$ cat config.mk
export PLATFORM = sky130hd
export DESIGN_NAME = ex_stage
export DESIGN_NICKNAME = d
export VERILOG_FILES = /design/src/rtl/ex_stage.sv
export SDC_FILE = /design/constraint.sdc
export NUM_CORES = 1
export LEC_CHECK = 0
export ABC_AREA = 1
export CAP_MARGIN = 25
export CORE_AREA = 4 4 160 162
export DETAILED_ROUTE_END_ITERATION = 10
export DIE_AREA = 0 0 164 166
export HOLD_SLACK_MARGIN = 0.12
export PLACE_DENSITY = 0.88
export SYNTH_ARGS = -nofsm -noshare
export SYNTH_HDL_FRONTEND = slang
export SYNTH_SLANG_ARGS = --single-unit
$ cat constraint.sdc
create_clock -name clk -period 3.7 [get_ports clk]
set_clock_uncertainty 0.1 [all_clocks]
set_input_delay 1.11 -clock clk [delete_from_list [all_inputs] [get_ports clk]]
set_output_delay 1.11 -clock clk [all_outputs]
set_load 0.02 [all_outputs]
$ cat src/rtl/ex_stage.sv
// Execute stage: ALU, Z/N flags, branch/jump resolution and the EX/MEM register,
// with a down-counter that squashes the wrong-path instructions behind a taken transfer.
module ex_stage #(
    parameter int SQUASH_SLOTS = 2
) (
    input  logic        clk,
    input  logic        rst_n,
    input  logic        in_valid,
    input  logic        stall,
    input  logic        branch_z,
    input  logic        branch_n,
    input  logic        jump,
    input  logic        jump_mem,
    input  logic        mem_read,
    input  logic        mem_write,
    input  logic        mem_to_reg,
    input  logic        reg_wrt,
    input  logic        alu_src,
    input  logic        svpc,
    input  logic        add,
    input  logic        sub,
    input  logic        inc,
    input  logic        neg,
    input  logic [31:0] imm,
    input  logic [5:0]  rd,
    input  logic [31:0] rs1_val,
    input  logic [31:0] rs2_val,
    input  logic [31:0] pc,
    output logic        out_valid,
    output logic [31:0] alu_result,
    output logic [31:0] store_data,
    output logic [5:0]  rd_out,
    output logic        mem_read_out,
    output logic        mem_write_out,
    output logic        mem_to_reg_out,
    output logic        reg_wrt_out,
    output logic        jump_mem_out,
    output logic        flag_z,
    output logic        flag_n,
    output logic        redirect,
    output logic [31:0] redirect_pc,
    output logic        squash_active
);

    localparam logic [2:0] SquashLoad = 3'(SQUASH_SLOTS);

    logic [2:0]  squashCnt;
    logic [31:0] opB;
    logic [31:0] aluRes;
    logic        accept;
    logic        taken;
    logic        flagOp;

    assign opB = alu_src ? imm : rs2_val;

    always_comb begin
        aluRes = rs1_val;
        if (svpc)     aluRes = pc + imm;
        else if (add) aluRes = rs1_val + opB;
        else if (sub) aluRes = rs1_val - opB;
        else if (inc) aluRes = rs1_val + 32'd1;
        else if (neg) aluRes = 32'd0 - rs1_val;
    end

    assign accept = in_valid & ~stall & (squashCnt == 3'd0);
    assign flagOp = add | sub | inc | neg;
    // Branches see the flags from the previous ALU op, not this instruction's result.
    assign taken  = accept & (jump | jump_mem | (branch_z & flag_z) | (branch_n & flag_n));
    assign squash_active = (squashCnt != 3'd0);

    always_ff @(posedge clk or negedge rst_n) begin
        if (!rst_n) begin
            out_valid      <= 1'b0;
            alu_result     <= '0;
            store_data     <= '0;
            rd_out         <= '0;
            mem_read_out   <= 1'b0;
            mem_write_out  <= 1'b0;
            mem_to_reg_out <= 1'b0;
            reg_wrt_out    <= 1'b0;
            jump_mem_out   <= 1'b0;
            flag_z         <= 1'b0;
            flag_n         <= 1'b0;
            redirect       <= 1'b0;
            redirect_pc    <= '0;
            squashCnt      <= '0;
        end else if (stall) begin
            redirect <= 1'b0;
        end else begin
            redirect       <= taken & ~jump_mem;
            out_valid      <= accept;
            mem_read_out   <= accept & mem_read;
            mem_write_out  <= accept & mem_write;
            mem_to_reg_out <= accept & mem_to_reg;
            reg_wrt_out    <= accept & reg_wrt;
            jump_mem_out   <= accept & jump_mem;
            if (accept) begin
                alu_result <= aluRes;
                store_data <= rs2_val;
                rd_out     <= rd;
                if (flagOp) begin
                    flag_z <= (aluRes == 32'd0);
                    flag_n <= aluRes[31];
                end
            end
            if (taken) begin
                squashCnt   <= SquashLoad;
                redirect_pc <= rs1_val;
            end else if (in_valid && squashCnt != 3'd0) begin
                squashCnt <= squashCnt - 3'd1;
            end
        end
    end

endmodule

==> impl_metrics.yaml, run 1 <==
floorplanning:
  ios: 264
  initial_core_util_pct: 58.5
  dieWidth_um: 164
  row_count: 57
  die_h_um: 166
clock_tree:
  clock-sinks: 114
  max-clock-path-buffers: 2
  cts-root-buf: "clkbuf_16"
  cts_buffers: 17
  cts.htree.levels: 4
logic_synthesis:
  syn-cell-area_sq_mm: 0.0141
  async_flop_share_pct: 100
  syn_nets: 2746
  seq_area_frac_synth_pct: 20.2
  synth_edf_count: 0
  syn_inst: 2489
  ys_ff_latch: 114
  ys_types: 48
  syn_avg_cell_area_sq_um: 5.67
  synth_ff_type: "dfrtp_1"
  yosysWarnings: 0
place:
  dp_hpwl_mm: 54.1
  gp_congestion: 1.32
  io_buffer_count: 263
global_routing:
  overflow: 14
  gr-usage-all-layers_pct: 61.7
  grt_pass1_vias: 23500
  grt_max_degree: 79
  grt_pass1_wl_mm: 130
outcome:
  status: "did not finish"
  failed_stage: "global routing (5_1_grt)"
  error: "[ERROR GRT-0116] Global routing finished with congestion. Check the congestion regions in the DRC Viewer."
## synthesized netlist by cell type, drive strengths merged, types with 5 or more instances
library cell    n  area share [%]
nand2         887              24
inv           377              10
nand3         263             9.5
nor2          217             6.1
o21ai         189             6.8
a21oi         123             4.4
dfrtp         114              20
ha            102             9.0
buf            38             1.6
nand4          38             1.7
clkbuf         33            0.88
nor3           25            0.99
a31oi          18            0.80
o21bai         10            0.56
nand3b          7            0.37
xor2            7            0.43
xnor2           6            0.37
a22o            5            0.31
## per-layer routing
| layer | GRT overflow | GRT usage, % |
|---|---|---|
| met4 | 12 | 58.9 |
| met1 | 0 | 61.9 |
| met3 | 0 | 44.2 |
| met2 | 2 | 79.3 |
| met5 | 0 | 24.0 |
## metrics by stage
step                instances  cell area, sq um  worst slack (ps)  util [%]
floorplan                2489             14100               108         -
global placement         3400             19800              -673      82.3
detailed placement       3400             19800              -711      82.3
CTS                      3437             20900             0.350      86.5
## repair_timing
| action | CTS |
|---|---|
| endpoints found under the hold margin | 0 |
| endpoints found under the setup margin | 20 |
| hold buffers | 0 |
| pin swaps | 23 |
| cloned | 0 |
| buffers inserted | 6 |
| resized for setup | 107 |
## cells by family after synthesis
kind of cell | count (synthesis) | synth area share [%]
simple gates | 1447 | 43.1
buf+inv | 450 | 12.5
compound gates | 360 | 13.8
flops | 114 | 20.2
fa+ha+maj | 105 | 9.47
xor+xnor | 13 | 0.807
==> run 2: changes to the inputs <==
- CORE_AREA: 4 4 160 162 -> 4 4 193 195
- DIE_AREA: 0 0 164 166 -> 0 0 197 199
- HOLD_SLACK_MARGIN: 0.12 -> unset
- PLACE_DENSITY: 0.88 -> unset
- PLACE_DENSITY_LB_ADDON: unset -> 0.15
==> run 2 against run 1 <==
  * The run now ends clean
  * Synthesized area did not move
  * Synthesized cell count did not move
==> impl_metrics.yaml, run 2 <==
place:
  dp_slack_ps: -890
  placed_area_sq_mm: 0.0212
  gp_congestion: 1.09
  io_buffer_count: 263
  dp_hpwl_mm: 62.4
route:
  drt-initial-drc-count: 2357
  route.met3.wl_mm: 6.86
  ant_nets: 0
  vias: 20400
  avgViaCountPerCell: 5.42
  drc: 0
  firstDrtPassIters: 7
  met1Wirelength_mm: 30.9
  route.met2.wl_mm: 35.8
  top_layer: "met5"
  drt_wl_total_mm: 78.0
  wl_per_cell_um: 20.7
clock_tree:
  cts-root-buf: "clkbuf_16"
  clk_pin_slew_ps: 70
  clkLatencyLatePin_ps: 450
  clock-sinks: 114
  cts_hold_buffers: 0
  cts.htree.levels: 4
  cts_buffers: 17
  cts_tree: "built"
  max-clock-path-buffers: 2
finish:
  nFillCells: 3176
  multi_input_area_sq_mm: 0.0114
  fin_nets: 3547
  area_growth_pct: 72.7
  final_common_cell: "nand2_1"
  drive_gt1_share_pct: 31.7
  reg_top3: "alu_result (32), redirect_pc (32), store_data (32)"
  final_cell_mix: "753 x nand2_1, 546 x buf_4, 339 x inv_1"
  finalInstanceArea_sq_mm: 0.0244
  regArea_sq_mm: 0.00285
power_and_ir_drop:
  pwr_density_cell_mw_per_mm2: 409
  p_switching_mw: 4.42
  p_sw_share_pct: 44.3
  leakagePower_nw: 12.9
  p_int_mw: 5.55
  peakVddDrop_uv: 432
  clockPowerShare_pct: 17.7
  p_comb_share_pct: 61.1
  power.total_mw: 9.96
  sequentialPowerShare_pct: 21.2
worst_setup_path:
  timing.rr.start: "squashCnt[0]"
  r2r-end: "flag_z"
  cp-end-kind: "flop"
  cp-start-kind: "input pin"
  critPathCapture: "flag_z"
  reg2reg_slack_ps: 1380
  r2r_cells: 16
  worstPathArrival_ps: 3920
  crit_path_start: "rs1_val[8]"
  crit_fanout: 9
  crit_required_ps: 3990
  critical_path_class: "in -> reg"
sta:
  fin_crit_sh_pct: 98.1
  finalSetupViolCount: 0
  finalSetupTns_ps: 0
  fin_hold_ws_ps: 369
  slew_headroom_pct: 59.7
  max_freq_mhz: 275
  drv_slew: 0
  fin_ws_ps: 69.4
  worst_pin_slew_ps: 605
  period_needed_ps: 3630
  finalHoldViolations: 0
logic_synthesis:
  synthTopCellsByArea: "nand2_1 23%, dfrtp_1 20%, inv_1 9.7%"
  seq_area_frac_synth_pct: 20.2
  syn_avg_cell_area_sq_um: 5.67
  syn_inst: 2489
  synthTopCellsByCount: "873 x nand2_1, 366 x inv_1, 257 x nand3_1, 202 x nor2_1, 168 x o21ai_0"
  synth_top_area_share_pct: 23.2
  async_flop_share_pct: 100
  synth_most_common_cell: "nand2_1"
  ys_ff_latch: 114
  yosysTopAreaCell: "nand2_1"
  syn-cell-area_sq_mm: 0.0141
  synth_ff_type: "dfrtp_1"
  syn_nets: 2746
  yosysWarnings: 0
  ys_types: 48
  synth_edf_count: 0
floorplanning:
  die_h_um: 199
  dieWidth_um: 197
  die_area_sq_mm: 0.0392
  ios: 264
  core_region_area_sq_mm: 0.0354
  initial_core_util_pct: 39.8
  row_count: 69
global_routing:
  grt_pass1_vias: 18500
  overflow: 0
  gr-usage-all-layers_pct: 36.6
  antenna_found_initial: 4
  grt_max_degree: 79
  grt_pass1_wl_mm: 109
job:
  cap_violations: 0
worst_hold_path:
  holdCritPathClass: "reg -> reg"
outcome:
  status: "finished, final reports clean"
[run 2: worst min path at each step]
stage	to	slack, ps	from	cells after the start
finish	store_data[9]	370	store_data[9]	2
detailed placement	rd_out[5]	360	rd_out[5]	2
global route	store_data[9]	380	store_data[9]	2
CTS	store_data[27]	370	store_data[27]	2
global placement	store_data[27]	350	store_data[27]	2
floorplan	squashCnt[0]	340	squashCnt[0]	2
[run 2: power groups by stage]
stage          Combinational [mW]  Sequential, mW  Clock [mW]
2_1_floorplan                1.81            2.76           0
3_3_place_gp                 5.35            2.10           0
3_5_place_dp                 5.41            2.12           0
4_1_cts                      5.57            2.11        1.77
5_1_grt                      6.47            2.19        1.83
6_report                     6.09            2.11        1.76
[run 2: critical path, stage by stage]
cell and delay (ps):
clkdlybuf4s50_1 620, buf_4 250, ha_1 250, inv_1 70
o21ai_2 250, a21oi_2 150, nand3_4 150, nand4_1 180
nand2_1 120, nand2_1 50, nand3_1 60, nand2_1 70
nand2_2 70, nand2_2 80, nor2_4 110, nand2_2 70
nor2_2 130, nand2_1 60, nand2_1 50
[run 2: layout make-up]
type                       instances  share of cell area [%]
clock buffer                      18                    1.80
timing repair buffer             853                    30.8
clock inverter                    14                   0.637
multi-input combinational       1925                    46.7
tap                              461                    2.37
inverter                         379                    5.87
antenna                            3                  0.0308
sequential                       114                    11.7
[run 2: repair_timing]
action,4_1_cts,5_1_grt
gates resized for setup,133,461
setup buffers,0,37
cloned,0,3
pin swaps,14,146
setup endpoints to repair,22,21
[run 2: metal layers]
| metal | global-route usage [%] | up-vias |
|---|---|---|
| met5 | 0 | - |
| met4 | 18.2 | 4 |
| met3 | 6.45 | 242 |
| met2 | 59.4 | 1111 |
| met1 | 47.2 | 9515 |
| li1 | - | 9557 |
[run 2: kinds of logic after synthesis]
kind of cell             Yosys count  synth area share (%)
XOR/XNOR                          13                 0.807
adder cells (fa/ha/maj)          105                  9.47
AO/OA/AOI/OAI                    360                  13.8
AND/OR/NAND/NOR                 1447                  43.1
buffers and inverters            450                  12.5
flip-flops                       114                  20.2
[run 2: stage by stage]
stage / utilization (%) / std cells
global placement: 60.0 / 3695
finish: 68.8 / 3767
CTS: 63.2 / 3727
floorplan: - / 2489
global route: 68.8 / 3764
detailed placement: 60.0 / 3695
Note: power is estimated with default switching activity, not from simulation.
==> run 3: changes to the inputs <==
- CTS_CLUSTER_DIAMETER: unset -> 40
==> results of run 3 <==
No change in the layout: final DEF, timing and power equal those of run 2.
==> run 4: changes to the inputs <==
- PLACE_DENSITY: unset -> 0.69
- PLACE_DENSITY_LB_ADDON: 0.15 -> unset
==> run 4 against run 3 <==
  * First-iteration DRC count down 16%
  * Clock power down 10%
  * Wire length up 0.42%
  * Register-to-register slack worse by 20 ps
  * Sequential power about the same
  * Flip-flop and latch count unchanged
  * Critical path type unchanged
  * Largest cell class unchanged
  * Combinational power is 2% lower
==> impl_metrics.yaml, run 4 (synthesis gave the netlist of run 2 again) <==
floorplanning:
  ios: 264
  dieWidth_um: 197
  core_region_area_sq_mm: 0.0354
  die_h_um: 199
  die_area_sq_mm: 0.0392
  initial_core_util_pct: 39.8
  row_count: 69
finish:
  finalInstanceArea_sq_mm: 0.0237
  area_growth_pct: 68.3
  reg_top3: "alu_result (32), redirect_pc (32), store_data (32)"
  final_common_cell: "nand2_1"
  drive_gt1_share_pct: 30.1
  final_cell_mix: "773 x nand2_1, 549 x buf_4, 349 x inv_1"
  fin_nets: 3533
global_routing:
  gr-usage-all-layers_pct: 37.3
  grt_max_degree: 66
  antenna_found_initial: 2
  grt_pass1_wl_mm: 111
  grt_pass1_vias: 18600
  overflow: 0
sta:
  drv_slew: 0
  rsz0062_at_grt: "yes"
  worst_pin_slew_ps: 599
  max_freq_mhz: 271
  period_needed_ps: 3680
  finalSetupViolCount: 0
  slew_headroom_pct: 60.1
  finalHoldViolations: 0
  fin_crit_sh_pct: 99.5
worst_setup_path:
  crit_path_start: "imm[16]"
  crit_required_ps: 3970
  critical_path_class: "in -> reg"
  cp-end-kind: "flop"
  cp-start-kind: "input pin"
  timing.rr.start: "squashCnt[0]"
  crit_fanout: 7
  worstPathArrival_ps: 3960
route:
  vias: 20300
  drt_wl_total_mm: 78.3
  avgViaCountPerCell: 5.41
  firstDrtPassIters: 6
  wl_per_cell_um: 20.9
  drc: 0
  ant_nets: 0
  drt-initial-drc-count: 1986
job:
  cap_violations: 0
clock_tree:
  clk_pin_slew_ps: 60
  clock-sinks: 114
  clkLatencyLatePin_ps: 440
  cts_buffers: 17
  cts-root-buf: "clkbuf_16"
  cts_tree: "built"
  cts_hold_buffers: 0
  cts.htree.levels: 4
  max-clock-path-buffers: 2
place:
  placed_area_sq_mm: 0.0210
  gp_congestion: 1.06
  dp_hpwl_mm: 64.1
  io_buffer_count: 263
power_and_ir_drop:
  peakVddDrop_uv: 440
  leakagePower_nw: 12.6
  power.total_mw: 9.69
  pwr_density_cell_mw_per_mm2: 408
worst_hold_path:
  holdCritPathClass: "reg -> reg"
  hold_path_startpoint: "squashCnt[0]"
outcome:
  status: "finished, final reports clean"
==> run 4: cell count changes in the layout (fill, tap and decap cells not counted), sizes merged, moves of 2 or more <==
cell,previous run,this run
buf,589,577
clkbuf,21,19
dlymetal6s2s,52,37
clkdlybuf4s50,208,219
dlygate4sd2,1,5
bufinv,2,0
==> run 4: what timing repair did <==
action,in CTS,in global routing
pin swaps,44,126
gates cloned,0,1
endpoints found under the setup margin,23,19
buffers inserted,18,36
resized for setup,213,293
==> run 4: path summary, 6_finish.rpt <==
| path | end | slack (ps) | cells past startpoint |
|---|---|---|---|
| setup / recovery | flag_z | 20 | 26 |
| hold / removal | squashCnt[0] | 370 | 2 |
| setup reg to reg | flag_z | 1360 | 16 |
| hold reg to reg | squashCnt[0] | 370 | 2 |
| max in group asynchronous | alu_result[25] | 2310 | 2 |
| min in group asynchronous | redirect_pc[13] | 550 | 1 |
==> run 4: critical path: stages <==
cell,delay (ps)
clkdlybuf4s50_1,500
inv_1,50
nand2_1,100
o21ai_2,120
ha_4,340
nand2_1,100
inv_1,90
nand2_1,90
buf_4,140
inv_1,90
nand2_1,80
nor2_1,130
nand2_2,70
nand2_1,70
nand2_1,60
nand3_2,100
nand2_1,70
nand2_2,90
nand2_4,80
nand2_4,70
nand2_2,50
nor2_2,90
nand2_1,50
nor2_1,90
nand2_1,60
nand2_1,60
==> run 4: layout make-up <==
class                      count  area, sq um
fill                        3228        11700
multi-input combinational   1925        11100
timing repair buffer         839         7250
sequential                   114         2850
inverter                     379         1430
tap                          461          577
clock buffer                  18          439
clock inverter                13          103
antenna                        2         5.00
==> run 4: layer usage <==
metal	GRT usage [%]	vias to the layer above	part of all wire (%)
met5	0	-	0
met4	17.1	0	5.8
met3	5.79	230	8.3
met2	60.4	1123	45
met1	49.2	9393	41
li1	-	9542	-
==> run 4: through the flow <==
step | util, % | setup WS (ps) | TNS (ps) | cells | hold slack (ps)
2_1_floorplan | - | 108 | 0 | 2489 | 342
3_3_place_gp | 59.3 | -889 | -16550 | 3665 | 353
3_5_place_dp | 59.3 | -921 | -17620 | 3666 | 358
4_1_cts | 63.3 | 0.211 | 0 | 3715 | 373
5_1_grt | 67.1 | -86.4 | -86.4 | 3749 | 388
6_report | 67.1 | 16.8 | 0 | 3751 | 371
==> run 4: report_power, final <==
| group | switching [mW] | internal [mW] |
|---|---|---|
| Combinational | 3.32 | 2.66 |
| Sequential | 0.327 | 1.80 |
| Clock | 0.704 | 0.877 |
| Total | 4.35 | 5.34 |
